$ cat config.mk
export PLATFORM = sky130hd
export DESIGN_NAME = decoder_in_sync
export DESIGN_NICKNAME = d
export VERILOG_FILES = /design/src/rtl/decoder_in_sync.sv
export SDC_FILE = /design/constraint.sdc
export NUM_CORES = 1
export LEC_CHECK = 0
export ABC_AREA = 1
export CAP_MARGIN = 30
export CORE_AREA = 2 2 73 75
export CTS_BUF_LIST = sky130_fd_sc_hd__clkbuf_8
export CTS_CLUSTER_SIZE = 16
export DETAILED_ROUTE_END_ITERATION = 10
export DIE_AREA = 0 0 75 77
export PLACE_DENSITY = 0.65
export SYNTH_ARGS = -nofsm -noshare
export SYNTH_HDL_FRONTEND = slang
export SYNTH_SLANG_ARGS = --single-unit
$ cat constraint.sdc
create_clock -name clk -period 1.7 [get_ports clk]
set_input_delay 0.255 -clock clk [delete_from_list [all_inputs] [get_ports clk]]
set_output_delay 0.255 -clock clk [all_outputs]
set_load 0.01 [all_outputs]
$ cat src/rtl/decoder_in_sync.sv
// Pad-code input stage: 2-flop synchronizer, debounce filter, change detector and a
// 2-entry registered queue feeding the decoder, with a sticky overflow flag.
module decoder_in_sync #(
    parameter int unsigned WIDTH           = 7,
    parameter int unsigned DEBOUNCE_CYCLES = 4
) (
    input  logic             clk,
    input  logic             rst_n,
    input  logic [WIDTH-1:0] io_in,
    output logic [WIDTH-1:0] code_o,
    output logic             code_valid,
    input  logic             code_ready,
    output logic             overflow,
    input  logic             clr_ovf
);

    localparam logic [3:0] CntMax = 4'(DEBOUNCE_CYCLES);
    localparam logic [3:0] CntAcc = 4'(DEBOUNCE_CYCLES - 1);

    logic [WIDTH-1:0] sync1, sync2, cand, last_code, push_code;
    logic [3:0]       cnt;
    logic             accept, push_q;

    logic [WIDTH-1:0] mem [2];
    logic             wr_ptr, rd_ptr;
    logic [1:0]       count;
    logic             pop, full, wr_en;

    assign accept = (sync2 == cand) && (cnt == CntAcc);

    // Synchronizer, debounce counter and change detection.
    always_ff @(posedge clk or negedge rst_n) begin
        if (!rst_n) begin
            sync1     <= '0;
            sync2     <= '0;
            cand      <= '0;
            cnt       <= '0;
            last_code <= '0;
            push_q    <= 1'b0;
            push_code <= '0;
        end else begin
            sync1  <= io_in;
            sync2  <= sync1;
            push_q <= 1'b0;
            if (sync2 != cand) begin
                cand <= sync2;
                cnt  <= '0;
            end else if (cnt < CntMax) begin
                cnt <= cnt + 4'd1;
            end
            // Push is registered one stage so the queue write lands a cycle after accept.
            if (accept && (cand != last_code)) begin
                last_code <= cand;
                push_q    <= 1'b1;
                push_code <= cand;
            end
        end
    end

    assign code_valid = (count != 2'd0);
    assign full       = (count == 2'd2);
    assign pop        = code_valid && code_ready;
    // A pop frees the slot this cycle, so a full queue can still take the push.
    assign wr_en      = push_q && (!full || pop);
    assign code_o     = code_valid ? mem[rd_ptr] : '0;

    always_ff @(posedge clk or negedge rst_n) begin
        if (!rst_n) begin
            mem[0]   <= '0;
            mem[1]   <= '0;
            wr_ptr   <= 1'b0;
            rd_ptr   <= 1'b0;
            count    <= 2'd0;
            overflow <= 1'b0;
        end else begin
            if (wr_en) begin
                mem[wr_ptr] <= push_code;
                wr_ptr      <= ~wr_ptr;
            end
            if (pop) begin
                rd_ptr <= ~rd_ptr;
            end
            unique case ({wr_en, pop})
                2'b10:   count <= count + 2'd1;
                2'b01:   count <= count - 2'd1;
                default: count <= count;
            endcase
            if (push_q && !wr_en) begin
                overflow <= 1'b1;
            end else if (clr_ovf) begin
                overflow <= 1'b0;
            end
        end
    end

endmodule
==> key figures <==
Run status
  • Status: completed

STA
  • Final setup fails: 0
  • Minimum clock period: 1.63 ns
  • Slew Limit Fails: 0
  • Fin. Hold Viols: 0
  • Setup TNS: 0 ns
  • Relative slew slack: 0.816
  • Final Cycle Share: 0.958
  • Max Freq: 0.614 GHz
  • Worst-Margin Slew: 0.275 ns
  • RSZ-0062 raised after global routing: no
  • Final Skew: 0.00348 ns

Critical path
  • CP Max Fanout: 7
  • CP bufs+invs: 3
  • Internal reg-to-reg setup slack: 0.14 ns
  • Critical path launch point type: register
  • Required @ worst endpoint: 1.44 ns
  • Slowest CP cell: dfrtp_1
  • Crit. End Element: output port
  • FF-to-FF path depth: 7
  • RR Startpoint: count[0]
  • Critical-path cell list: nor2_2, buf_4, buf_4, a21oi_1, clkdlybuf4s15_1
  • RR Endpoint: count[1]
  • Crit path top cell by count: buf_4
  • Largest stage delay, worst path: 0.38 ns
  • Worst Path Arrival: 1.37 ns
  • CP Class: reg2out
  • Critical path's top delay family: buffers and inverters

Drt
  • Vias: 1,449
  • First DRT Iteration DRCs: 131
  • Drt wl/cell: 10.0 µm
  • # DRC: 0
  • DR vias/cell: 4.44
  • Final wirelength: 3270 µm
  • First-pass DRT Iterations: 4
  • Post-route ant nets: 0

CTS
  • Root Buffer: clkbuf_8
  • Clk sinks: 52
  • CTS tree: built
  • Clock buffer count from CTS: 5
  • CTS max path bufs: 2
  • H-tree depth: 2
  • Latest clock arrival within the worst-skew pair: 0.30 ns
  • Worst-path clk slew: 0.09 ns

Finish
  • Most frequent cells in the layout: nand2_1 (69), dfrtp_1 (51), inv_1 (25)
  • Fillers: 465
  • Share of cells above drive strength 1: 0.160
  • Antenna diodes: 0
  • Final Core Density: 0.517
  • Fin cells: 326
  • Final layout net count: 268
  • Syn-to-layout area delta: 19.7%
  • Final Cell Area: 2570 µm²
  • Commonest non-fill, non-tap cell in the layout: nand2_1

Worst hold path
  • Worst Hold End: sync2[3]
  • Hold Path Class: reg2reg
  • Hold Path Cell Cnt: 0
  • Worst hold path startpoint: sync1[3]

Power
  • Reg power frac: 0.548
  • Leakage power total: 1.25 nW
  • Net switching power: 0.000636 W
  • Peak VDD IR: 0.643 mV
  • Power share of the combinational group: 0.170
  • Internal power: 0.00185 W
  • Clock network power share: 0.282
  • Pwr/cell area: 967 nW/µm²
  • Switching Fraction: 0.256

Global routing
  • First-pass GRT wire length: 6190 µm
  • Largest net degree at the start of global routing: 53
  • Global Route Usage Sum: 0.140
  • Grt ovf: 0
  • Vias in the first global route: 1,474
  • Initial antenna violation count: 0

Place
  • Post-DP Area: 2460 µm²
  • GP Congestion: 0.725
  • Dpl hpwl: 2260 µm
  • Placed insts: 313
  • Port Buffers: 19

Floorplanning
  • Initial Util: 0.432
  • Die area: 5780 µm²
  • CORE AREA: 4980 µm²
  • FP Rows: 26
  • Die X: 75 µm
  • Ports: 20
  • Die span in y: 77 µm

Yosys
  • Synth Cell Area: 2150 µm²
  • Share of the synthesized area in the top cell type: 0.605
  • Avg Cell Area, Syn: 9.47 µm²
  • Yosys cell types: 23
  • Mapped Nets: 240
  • Gate count of the mapped netlist: 227
  • Yosys warnings: 0
  • Synth top area cells: dfrtp_1 (61%), nand2_1 (12%), inv_1 (4.5%)
  • Yosys reg bits: 52
  • Leading area contributor after synthesis: dfrtp_1
  • Register area share after synthesis: 0.605

Job
  • Max_cap viols: 0
## per-layer routing
| metal | global-route usage | wire (µm) | up-vias |
|---|---|---|---|
| met3 | 0.0434 | 146 | 6 |
| li1 | - | - | 759 |
| met1 | 0.181 | 1580 | 658 |
| met4 | 0.0571 | 68 | 0 |
| met5 | 0 | 0 | - |
| met2 | 0.218 | 1470 | 26 |
## power groups by stage
stage	combinational (W)	sequential, W	clock [W]
after detailed placement	0.000342	0.00139	0
after global routing	0.000473	0.00137	0.000784
after CTS	0.000413	0.00136	0.000738
after floorplan	0.000201	0.00137	0
final	0.000423	0.00136	0.000702
after global placement	0.000334	0.00139	0
## logic make-up after synthesis
| kind of cell | count (synthesis) | share of synthesized area |
|---|---|---|
| fa+ha+maj | 2 | 0.0116 |
| compound gates | 27 | 0.0757 |
| simple gates | 98 | 0.196 |
| xor+xnor | 10 | 0.0407 |
| flops | 52 | 0.605 |
| buf+inv | 38 | 0.0704 |
## state kept, by name (all words and copies together) (netlist names)
register   cells
mem           14
cand           7
push_code      7
sync1          7
sync2          7
cnt            4
count          2
overflow       1
push_q         1
rd_ptr         1
wr_ptr         1
## final cells by class
class	instances	area (µm²)	share of cell area
clock buffer	6	82.6	0.0321
clock inverter	2	10.0	0.00389
inverter	27	101	0.0394
multi-input combinational	137	699	0.272
sequential	52	1300	0.506
tap	70	87.6	0.0340
timing repair buffer	32	289	0.112
## per-stage QoR
stage	power, W	worst slack, ns	hold WS (ns)
2_1_floorplan	0.00157	0.0684	-0.0406
3_3_place_gp	0.00172	0.0318	0.270
3_5_place_dp	0.00174	-0.00440	0.269
4_1_cts	0.00251	0.0136	0.356
5_1_grt	0.00263	0.000286	0.363
6_report	0.00249	0.0722	0.352
## worst max path at each step
stage                           from         to  slack (ns)  cells past startpoint
after floorplan             count[1]   count[1]        0.07                      6
after global placement    code_ready   count[1]        0.03                      8
after detailed placement  code_ready   count[1]      -0.004                      8
after CTS                   count[1]  code_o[4]        0.01                      5
after global routing        count[0]  code_o[0]      0.0003                      5
final                       count[0]  code_o[5]        0.07                      5
## cell usage after synthesis
master	instances
o21ai_0	10
or2_1	1
nand3b_2	1
inv_1	26
ha_1	2
nand4_1	6
xnor2_1	4
buf_6	1
inv_2	1
nand3_1	3
nand2_2	1
nand3_2	1
clkbuf_1	9
nor2_1	14
nand2_1	69
o21ai_2	7
a21oi_1	9
o22ai_1	1
dfrtp_1	52
xor2_1	6
buf_2	1
nor2_4	1
nor3b_2	1
## what timing repair did
item / 4_1_cts / 5_1_grt
gates resized for setup: 11 / 11
hold endpoints to repair: 52 / 0
buffers inserted: 3 / 1
gates cloned: 0 / 0
hold buffers: 1 / 0
setup endpoints to repair: 8 / 7
pin swaps: 0 / 1
(Power assumes the default switching activity.)
